--- config.mk ---
export PLATFORM = sky130hd
export DESIGN_NAME = exp_accel_stream_flat
export DESIGN_NICKNAME = d
export VERILOG_FILES = /design/src/rtl/exp_accel_stream_if.sv /design/src/rtl/exp_accel_stream.sv /design/src/flat_wrapper.sv
export SDC_FILE = /design/constraint.sdc
export NUM_CORES = 1
export LEC_CHECK = 0
export ABC_AREA = 1
export ABC_CLOCK_PERIOD_IN_PS = 2900
export CAP_MARGIN = 20
export CORE_UTILIZATION = 50
export CTS_CLUSTER_SIZE = 30
export DETAILED_ROUTE_END_ITERATION = 8
export PLACE_DENSITY = 0.91
export SYNTH_ARGS = -nofsm -noshare
export SYNTH_HDL_FRONTEND = slang
export SYNTH_SLANG_ARGS = --single-unit
export TNS_END_PERCENT = 100
--- constraint.sdc ---
create_clock -name clk -period 2.9 [get_ports clk]
set_clock_uncertainty 0.1 [all_clocks]
set_input_delay 0.725 -clock clk [delete_from_list [all_inputs] [get_ports clk]]
set_output_delay 0.725 -clock clk [all_outputs]
set_load 0.01 [all_outputs]
--- src/rtl/exp_accel_stream_if.sv ---
// Stream handshake bundle for exp_accel_stream: sample input,
// exponential engine sequencing and result write channel.
interface exp_accel_stream_if #(
  parameter int V_W    = 5,
  parameter int U_W    = 2,
  parameter int X_W    = 16,
  parameter int INT_W  = 2,
  parameter int FRAC_W = 16,
  parameter int DEPTH  = 4
);
  localparam int OUT_W = INT_W + FRAC_W + (2**U_W) - 1;
  localparam int LW    = $clog2(DEPTH) + 1;

  logic              inValid;
  logic [V_W-1:0]    inV;
  logic [U_W-1:0]    inU;
  logic              inReady;

  logic              engStart;
  logic [X_W-1:0]    engX;
  logic              engDone;
  logic [INT_W-1:0]  engInt;
  logic [FRAC_W-1:0] engFrac;

  logic              wrReq;
  logic              wrAck;
  logic [OUT_W-1:0]  wrData;
  logic              wDone;

  logic              busy;
  logic [LW-1:0]     fifoLevel;

  modport master (
    output inValid, inV, inU,
    output engDone, engInt, engFrac,
    output wrAck,
    input  inReady, engStart, engX,
    input  wrReq, wrData, wDone,
    input  busy, fifoLevel
  );

  modport slave (
    input  inValid, inV, inU,
    input  engDone, engInt, engFrac,
    input  wrAck,
    output inReady, engStart, engX,
    output wrReq, wrData, wDone,
    output busy, fifoLevel
  );
endinterface

--- src/rtl/exp_accel_stream.sv ---
// Streaming exponential sequencer: FIFO of (v,u) samples, one engine
// run per sample, result shifted by u and offered on a held write.
module exp_accel_stream #(
  parameter int V_W     = 5,
  parameter int U_W     = 2,
  parameter int X_W     = 16,
  parameter int X_SHIFT = 8,
  parameter int INT_W   = 2,
  parameter int FRAC_W  = 16,
  parameter int DEPTH   = 4
) (
  input logic clk,
  input logic rst,
  exp_accel_stream_if.slave bus
);
  localparam int OUT_W = INT_W + FRAC_W + (2**U_W) - 1;
  localparam int AW    = $clog2(DEPTH);
  localparam int LW    = AW + 1;

  typedef enum logic [2:0] {
    IDLE,
    LOAD,
    START,
    WAIT,
    WRITE,
    DONE
  } state_t;

  state_t state;
  state_t nextState;

  logic [V_W-1:0] memV [DEPTH];
  logic [U_W-1:0] memU [DEPTH];

  logic [AW:0]      wrPtr;
  logic [AW:0]      rdPtr;
  logic [LW-1:0]    level;
  logic             full;
  logic             empty;
  logic             push;
  logic             pop;

  logic [X_W-1:0]   xReg;
  logic [U_W-1:0]   uReg;
  logic [OUT_W-1:0] dataReg;

  logic             engStart;
  logic             wrReq;
  logic             wDone;
  logic             busy;

  // Wrap bit in the pointers makes full/empty a plain subtraction
  assign level = wrPtr - rdPtr;
  assign full  = (level == LW'(DEPTH));
  assign empty = (level == '0);
  assign push  = bus.inValid && !full;
  assign pop   = (state == LOAD);

  always_ff @(posedge clk) begin
    if (push) begin
      memV[wrPtr[AW-1:0]] <= bus.inV;
      memU[wrPtr[AW-1:0]] <= bus.inU;
    end
  end

  always_ff @(posedge clk or negedge rst) begin
    if (!rst) begin
      wrPtr <= '0;
      rdPtr <= '0;
    end else begin
      if (push) wrPtr <= wrPtr + 1'b1;
      if (pop)  rdPtr <= rdPtr + 1'b1;
    end
  end

  always_ff @(posedge clk or negedge rst) begin
    if (!rst) state <= IDLE;
    else      state <= nextState;
  end

  always_comb begin
    nextState = state;
    unique case (state)
      IDLE:  if (!empty) nextState = LOAD;
      LOAD:  nextState = START;
      START: nextState = WAIT;
      WAIT:  if (bus.engDone) nextState = WRITE;
      WRITE: begin
        if (bus.wrAck) nextState = empty ? DONE : LOAD;
      end
      DONE:  nextState = IDLE;
      default: nextState = IDLE;
    endcase
  end

  always_comb begin
    engStart = 1'b0;
    wrReq    = 1'b0;
    wDone    = 1'b0;
    busy     = 1'b1;
    unique case (state)
      IDLE:  busy     = 1'b0;
      START: engStart = 1'b1;
      WRITE: wrReq    = 1'b1;
      DONE:  wDone    = 1'b1;
      default: ;
    endcase
  end

  // Operand and shift are latched at pop so the FIFO slot can refill
  always_ff @(posedge clk or negedge rst) begin
    if (!rst) begin
      xReg    <= '0;
      uReg    <= '0;
      dataReg <= '0;
    end else begin
      if (state == LOAD) begin
        xReg <= X_W'(memV[rdPtr[AW-1:0]]) << X_SHIFT;
        uReg <= memU[rdPtr[AW-1:0]];
      end
      if (state == WAIT && bus.engDone) begin
        dataReg <= OUT_W'({bus.engInt, bus.engFrac}) << uReg;
      end
    end
  end

  assign bus.inReady   = !full;
  assign bus.engStart  = engStart;
  assign bus.engX      = xReg;
  assign bus.wrReq     = wrReq;
  assign bus.wrData    = dataReg;
  assign bus.wDone     = wDone;
  assign bus.busy      = busy;
  assign bus.fifoLevel = level;
endmodule

--- src/flat_wrapper.sv ---
// flat-port wrapper written by rule: the top's interface ports become plain ports
module exp_accel_stream_flat 
#(
  parameter int V_W     = 5,
  parameter int U_W     = 2,
  parameter int X_W     = 16,
  parameter int X_SHIFT = 8,
  parameter int INT_W   = 2,
  parameter int FRAC_W  = 16,
  parameter int DEPTH   = 4
)
  (clk, rst, bus_inValid, bus_inV, bus_inU, bus_engDone, bus_engInt, bus_engFrac, bus_wrAck, bus_inReady, bus_engStart, bus_engX, bus_wrReq, bus_wrData, bus_wDone, bus_busy, bus_fifoLevel);
  exp_accel_stream_if #(.V_W(V_W), .U_W(U_W), .X_W(X_W), .INT_W(INT_W), .FRAC_W(FRAC_W), .DEPTH(DEPTH)) bus_i ();
  input logic clk;
  input logic rst;
  input wire logic [$bits(bus_i.inValid)-1:0] bus_inValid;
  input wire logic [$bits(bus_i.inV)-1:0] bus_inV;
  input wire logic [$bits(bus_i.inU)-1:0] bus_inU;
  input wire logic [$bits(bus_i.engDone)-1:0] bus_engDone;
  input wire logic [$bits(bus_i.engInt)-1:0] bus_engInt;
  input wire logic [$bits(bus_i.engFrac)-1:0] bus_engFrac;
  input wire logic [$bits(bus_i.wrAck)-1:0] bus_wrAck;
  output wire logic [$bits(bus_i.inReady)-1:0] bus_inReady;
  output wire logic [$bits(bus_i.engStart)-1:0] bus_engStart;
  output wire logic [$bits(bus_i.engX)-1:0] bus_engX;
  output wire logic [$bits(bus_i.wrReq)-1:0] bus_wrReq;
  output wire logic [$bits(bus_i.wrData)-1:0] bus_wrData;
  output wire logic [$bits(bus_i.wDone)-1:0] bus_wDone;
  output wire logic [$bits(bus_i.busy)-1:0] bus_busy;
  output wire logic [$bits(bus_i.fifoLevel)-1:0] bus_fifoLevel;
  assign bus_i.inValid = bus_inValid;
  assign bus_i.inV = bus_inV;
  assign bus_i.inU = bus_inU;
  assign bus_i.engDone = bus_engDone;
  assign bus_i.engInt = bus_engInt;
  assign bus_i.engFrac = bus_engFrac;
  assign bus_i.wrAck = bus_wrAck;
  assign bus_inReady = bus_i.inReady;
  assign bus_engStart = bus_i.engStart;
  assign bus_engX = bus_i.engX;
  assign bus_wrReq = bus_i.wrReq;
  assign bus_wrData = bus_i.wrData;
  assign bus_wDone = bus_i.wDone;
  assign bus_busy = bus_i.busy;
  assign bus_fifoLevel = bus_i.fifoLevel;
  exp_accel_stream #(.V_W(V_W), .U_W(U_W), .X_W(X_W), .X_SHIFT(X_SHIFT), .INT_W(INT_W), .FRAC_W(FRAC_W), .DEPTH(DEPTH)) u_core (.clk(clk), .rst(rst), .bus(bus_i));
endmodule
-- After elaboration in Yosys (flattened, before gate mapping)
Memories as Yosys holds them, arrays and structs flattened. A register that Yosys moved wholly into a read port is not among the register bits.
Index checks and enable logic that the tools add are counted.
- bits of input ports: 30
- bits in latches: 0
- bits in writable memories: 28
- memories: 2
- word-level logic and storage cells: 38
- output and inout port bits: 45
- register bits after elaboration: 30
- bits in read-only memories: 0
- memory list (memory ; words ; width ; read ports ; clocked after memory_dff ; write ports ; RTL line ; source):
    u_core.memV ; 4 ; 5 ; 1 ; 1 ; 1 ; exp_accel_stream.sv:32 ; logic [V_W-1:0] memV [DEPTH];
    u_core.memU ; 4 ; 2 ; 1 ; 1 ; 1 ; exp_accel_stream.sv:33 ; logic [U_W-1:0] memU [DEPTH];
- eq/ne operators: 9
- divide/modulo/power cells: 0
- shift operators: 1
- bitwise gates (word level): 0
- $mul: 0
- mux-type cells: 11
- reduce and logical (&&, ||, !) cells: 8
- $lt $le $gt $ge: 0
- $add $sub $neg: 3
- operators by type and width (operator ; number):
    $shl 18x2->21 ; 1
    $pmux 3 s5 ; 1
    $mux 3 ; 4
    $eq 3x3->1 const B ; 3
    $add 3x1->3 const B ; 2
    $eq 3x2->1 const B ; 2
    $logic_not 3->1 ; 2
    $mux 1 ; 6
    $ne 2x2->1 const B ; 3
    $eq 3x1->1 const B ; 1
    $logic_not 1->1 ; 3
    $reduce_and 3->1 ; 1
    $sub 3x3->3 ; 1
    $logic_and 1x1->1 ; 2

-- Logic depth before layout (Yosys ltp)
- word-level depth: 6
- mapped depth: 13
- depth with buffers taken out: 13

-- Worst setup path after synthesis
OpenSTA, ideal clock, no wires.
- kind: reg-to-reg
- start: reg u_core.rdPtr[0]
- end: mem u_core.memU[0][0], enable pin
- required time: 2440 ps
- arrival time: 2057 ps
- path slack: 382 ps
- buffers on the path: 0
- stages on the path, launching flop included: 12
- path through: dfrtp_1 > ha_1 > fa_1 > inv_1 > nand2_1 > nand2_1 > nand2_1 > nand2_1 > inv_1 > nand2_1 > nand2_1 > nor2_1
- word-level cells in the longest chain between the ends: 6
- ends and longest elaborated chain (item ; RTL line ; source):
    start, declared ; exp_accel_stream.sv:36 ; logic [AW:0] rdPtr;
    start signal, assigned ; exp_accel_stream.sv:72 ; if (pop) rdPtr <= rdPtr + 1'b1;
    $sub 3x3->3 ; exp_accel_stream.sv:53 ; assign level = wrPtr - rdPtr;
    via bus_fifoLevel[2] ; flat_wrapper.sv:30 ; output wire logic [$bits(bus_i.fifoLevel)-1:0] bus_fifoLevel;
    $eq 3x3->1 ; exp_accel_stream.sv:54 ; assign full = (level == LW'(DEPTH));
    $logic_not 1->1 ; - ;
    via bus_inReady ; flat_wrapper.sv:23 ; output wire logic [$bits(bus_i.inReady)-1:0] bus_inReady;
    $logic_and 1x1->1 ; exp_accel_stream.sv:56 ; assign push = bus.inValid && !full;
    $mux 1 ; exp_accel_stream.sv:60 ; if (push) begin
    $mux 1 (not written as such) ; exp_accel_stream.sv:62 ; memU[wrPtr[AW-1:0]] <= bus.inU;
    end, declared ; exp_accel_stream.sv:33 ;
The timed path passes the listed nets, and every way through them passes these cells.

-- Worst setup path after layout
- start: reg u_core.wrPtr[0]
- end: out bus_fifoLevel[1]
- word-level cells in the longest chain between the ends: 1
- ends and longest elaborated chain (item ; RTL line ; source):
    start, declared ; exp_accel_stream.sv:35 ; logic [AW:0] wrPtr;
    start signal, assigned ; exp_accel_stream.sv:71 ; if (push) wrPtr <= wrPtr + 1'b1;
    $sub 3x3->3 ; exp_accel_stream.sv:53 ;
    end, declared ; flat_wrapper.sv:30 ;
Every way passes these cells.

==> metrics.csv <==
metric,value,unit
start_util,0.526,
numCtsBuffers,9,
avgViaCountPerCell,5.02,
fin_crit_sh,0.976,
clockBufferDepth,2,
r2r-end,u_core.memV[0][3]$_DFFE_PP_,
clkTransAtPathRegs,0.07,ns
reg2reg_depth,14,
seq_area,1770,um^2
cts_max_level,3,
fillCellCount,459,
gr-total-overflow,0,
clock_sinks,65,
vias,2469,
grt_usage,0.218,
path_max_fanout,2,
numPortBuffers,63,
finalNetCount,449,
crit_path_end_kind,primary output,
slew_headroom,0.438,
route.detailed.drc,0,
max_freq,353,MHz
syn_area_per_cell,9.27,um^2
num_rows,28,
postLayoutCoreUtil,0.677,
final_cell_mix,"112 x nand2_1, 60 x clkdlybuf4s50_1, 37 x dfrtp_1",
multi_input_area,1180,um^2
hp-class,input pin to asynchronous set/reset pin,
syn_area,3150,um^2
period_minus_slack,2.83,ns
ant_nets,0,
status,"complete, no violations",
synth_cell_types,28,
drt_wl_total,6.48,mm
antenna_found_initial,0,
grt_pass1_vias,2341,
antenna_cells,0,
hpwl,4.80,mm
p_leak,1.85,nW
ir_worst_vdd,0.614,mV
core-area,5990,um^2
max_cap_violations,0,
hold_buffers,0,
hold_viol,0,
tightestPinTransition,0.843,ns
design.portCount,75,
grt_setup_unrepaired,false,
r2r_start,u_core.wrPtr[0]$_DFFE_PN0N_,
dr.pass1.iters,4,
dieWidth,81.4,um
grt_max_degree,38,
yosys_warnings,0,
ctsRootBufferMaster,clkbuf_8,
globalplace.congestion,0.849,
whs,0.366,ns
slew_viol_final,0,
drtIter0Drc,110,
powerDensity,1080,nW/um^2
die_y,81.4,um
setup_tns,0,ns
synth_seq_cells,65,
worstSetupPathType,flop to primary output,
mostFrequentLayoutCell,nand2_1,
rrSetupSlack,0.45,ns
worstPathRequired,2.08,ns
synthCells,340,
clk_latency,0.35,ns
arrival,2.01,ns
cts_tree,built,
grt_pass1_wl,10.5,mm
setup_viol,0,
syn2layout_area_growth,28.7,%
yosysSeqAreaShare,0.561,
wl_per_cell,13.2,um
dieArea,6630,um^2
crit_path_start_kind,flop,
drive_gt1_frac,0.0839,
worst max-delay path, stage by stage, from the launching register on:
cell	delay [ns]
dfrtp_1	0.38
inv_1	0.08
ha_1	0.16
fa_2	0.44
inv_1	0.07
clkdlybuf4s50_1	0.53
stage by stage:
step                      setup WS [ns]  total power, mW  std cells  area [um^2]
after detailed placement        0.00277             3.61        475         3840
after global routing            0.00871             4.73        492         4060
after floorplan                   0.382             2.73        350         3190
after global placement            0.133             3.51        475         3840
final                            0.0687             4.38        492         4060
after CTS                       0.00862             4.41        492         4060
final cells by class:
class | count | share of cell area
clock inverters | 2 | 0.00864
clock buffers | 14 | 0.0429
inverters | 28 | 0.0262
well taps | 75 | 0.0231
repair buffers | 74 | 0.173
flip-flops and latches | 65 | 0.436
multi-input cells | 234 | 0.290
synth_stat cells, drive strengths merged:
master | number | share of area
edfxtp | 28 | 0.27
conb | 1 | 0.0012
o21ai | 24 | 0.038
nand2 | 114 | 0.14
mux2i | 15 | 0.048
clkbuf | 6 | 0.0071
buf | 17 | 0.039
ha | 6 | 0.024
xnor2 | 1 | 0.0028
a21oi | 1 | 0.0016
fa | 1 | 0.0064
o22ai | 7 | 0.014
clkinv | 1 | 0.0016
inv | 27 | 0.032
nand3 | 22 | 0.035
nor3 | 4 | 0.012
o31ai | 3 | 0.0071
nor2 | 21 | 0.025
xor2 | 2 | 0.0056
dfrtp | 37 | 0.29
or2 | 2 | 0.0040
flip-flops by register name, summed over array words and instances (netlist names):
register	cells
u_core.bus.engX	5
u_core.bus.wrData	21
u_core.memU	8
u_core.memV	20
u_core.rdPtr	3
u_core.state	3
u_core.uReg	2
u_core.wrPtr	3
cell families after synthesis:
logic type / Yosys count / synth area share
AO/OA/AOI/OAI: 35 / 0.0607
flip-flops: 65 / 0.561
buffers and inverters: 51 / 0.0794
AND/OR/NAND/NOR: 163 / 0.212
adder cells (fa/ha/maj): 7 / 0.0302
other: 1 / 0.00119
XOR/XNOR: 3 / 0.00834
multiplexers: 15 / 0.0476
routing by layer:
metal	track usage	part of all wire	vias to the layer above
li1	-	-	1228
met1	0.255	0.41	1152
met2	0.367	0.50	77
met3	0.0506	0.065	12
met4	0.123	0.023	0
met5	0	0	-
report_power, final:
part / internal [mW] / switching (mW) / leakage, nW / total [mW]
logic: 0.953 / 1.08 / 1.02 / 2.03
clock network: 0.472 / 0.321 / 0.106 / 0.793
registers: 1.31 / 0.250 / 0.720 / 1.56
repair_timing:
action	in CTS	in global routing
endpoints found under the setup margin	3	2
setup buffers	1	0
gates resized for setup	3	3
worst max path at each step:
stage / from / slack, ns / end
finish: u_core.wrPtr[0]$_DFFE_PN0N_ / 0.07 / bus_fifoLevel[1]
CTS: u_core.rdPtr[0]$_DFFE_PN0P_ / 0.009 / bus_inReady
global route: u_core.wrPtr[0]$_DFFE_PN0N_ / 0.009 / bus_fifoLevel[1]
global placement: u_core.wrPtr[0]$_DFFE_PN0N_ / 0.13 / bus_inReady
detailed placement: u_core.wrPtr[0]$_DFFE_PN0N_ / 0.003 / bus_inReady
floorplan: u_core.rdPtr[0]$_DFFE_PN0P_ / 0.38 / u_core.memU[0][0]$_DFFE_PP_
Power figures use the tool's default switching activity.
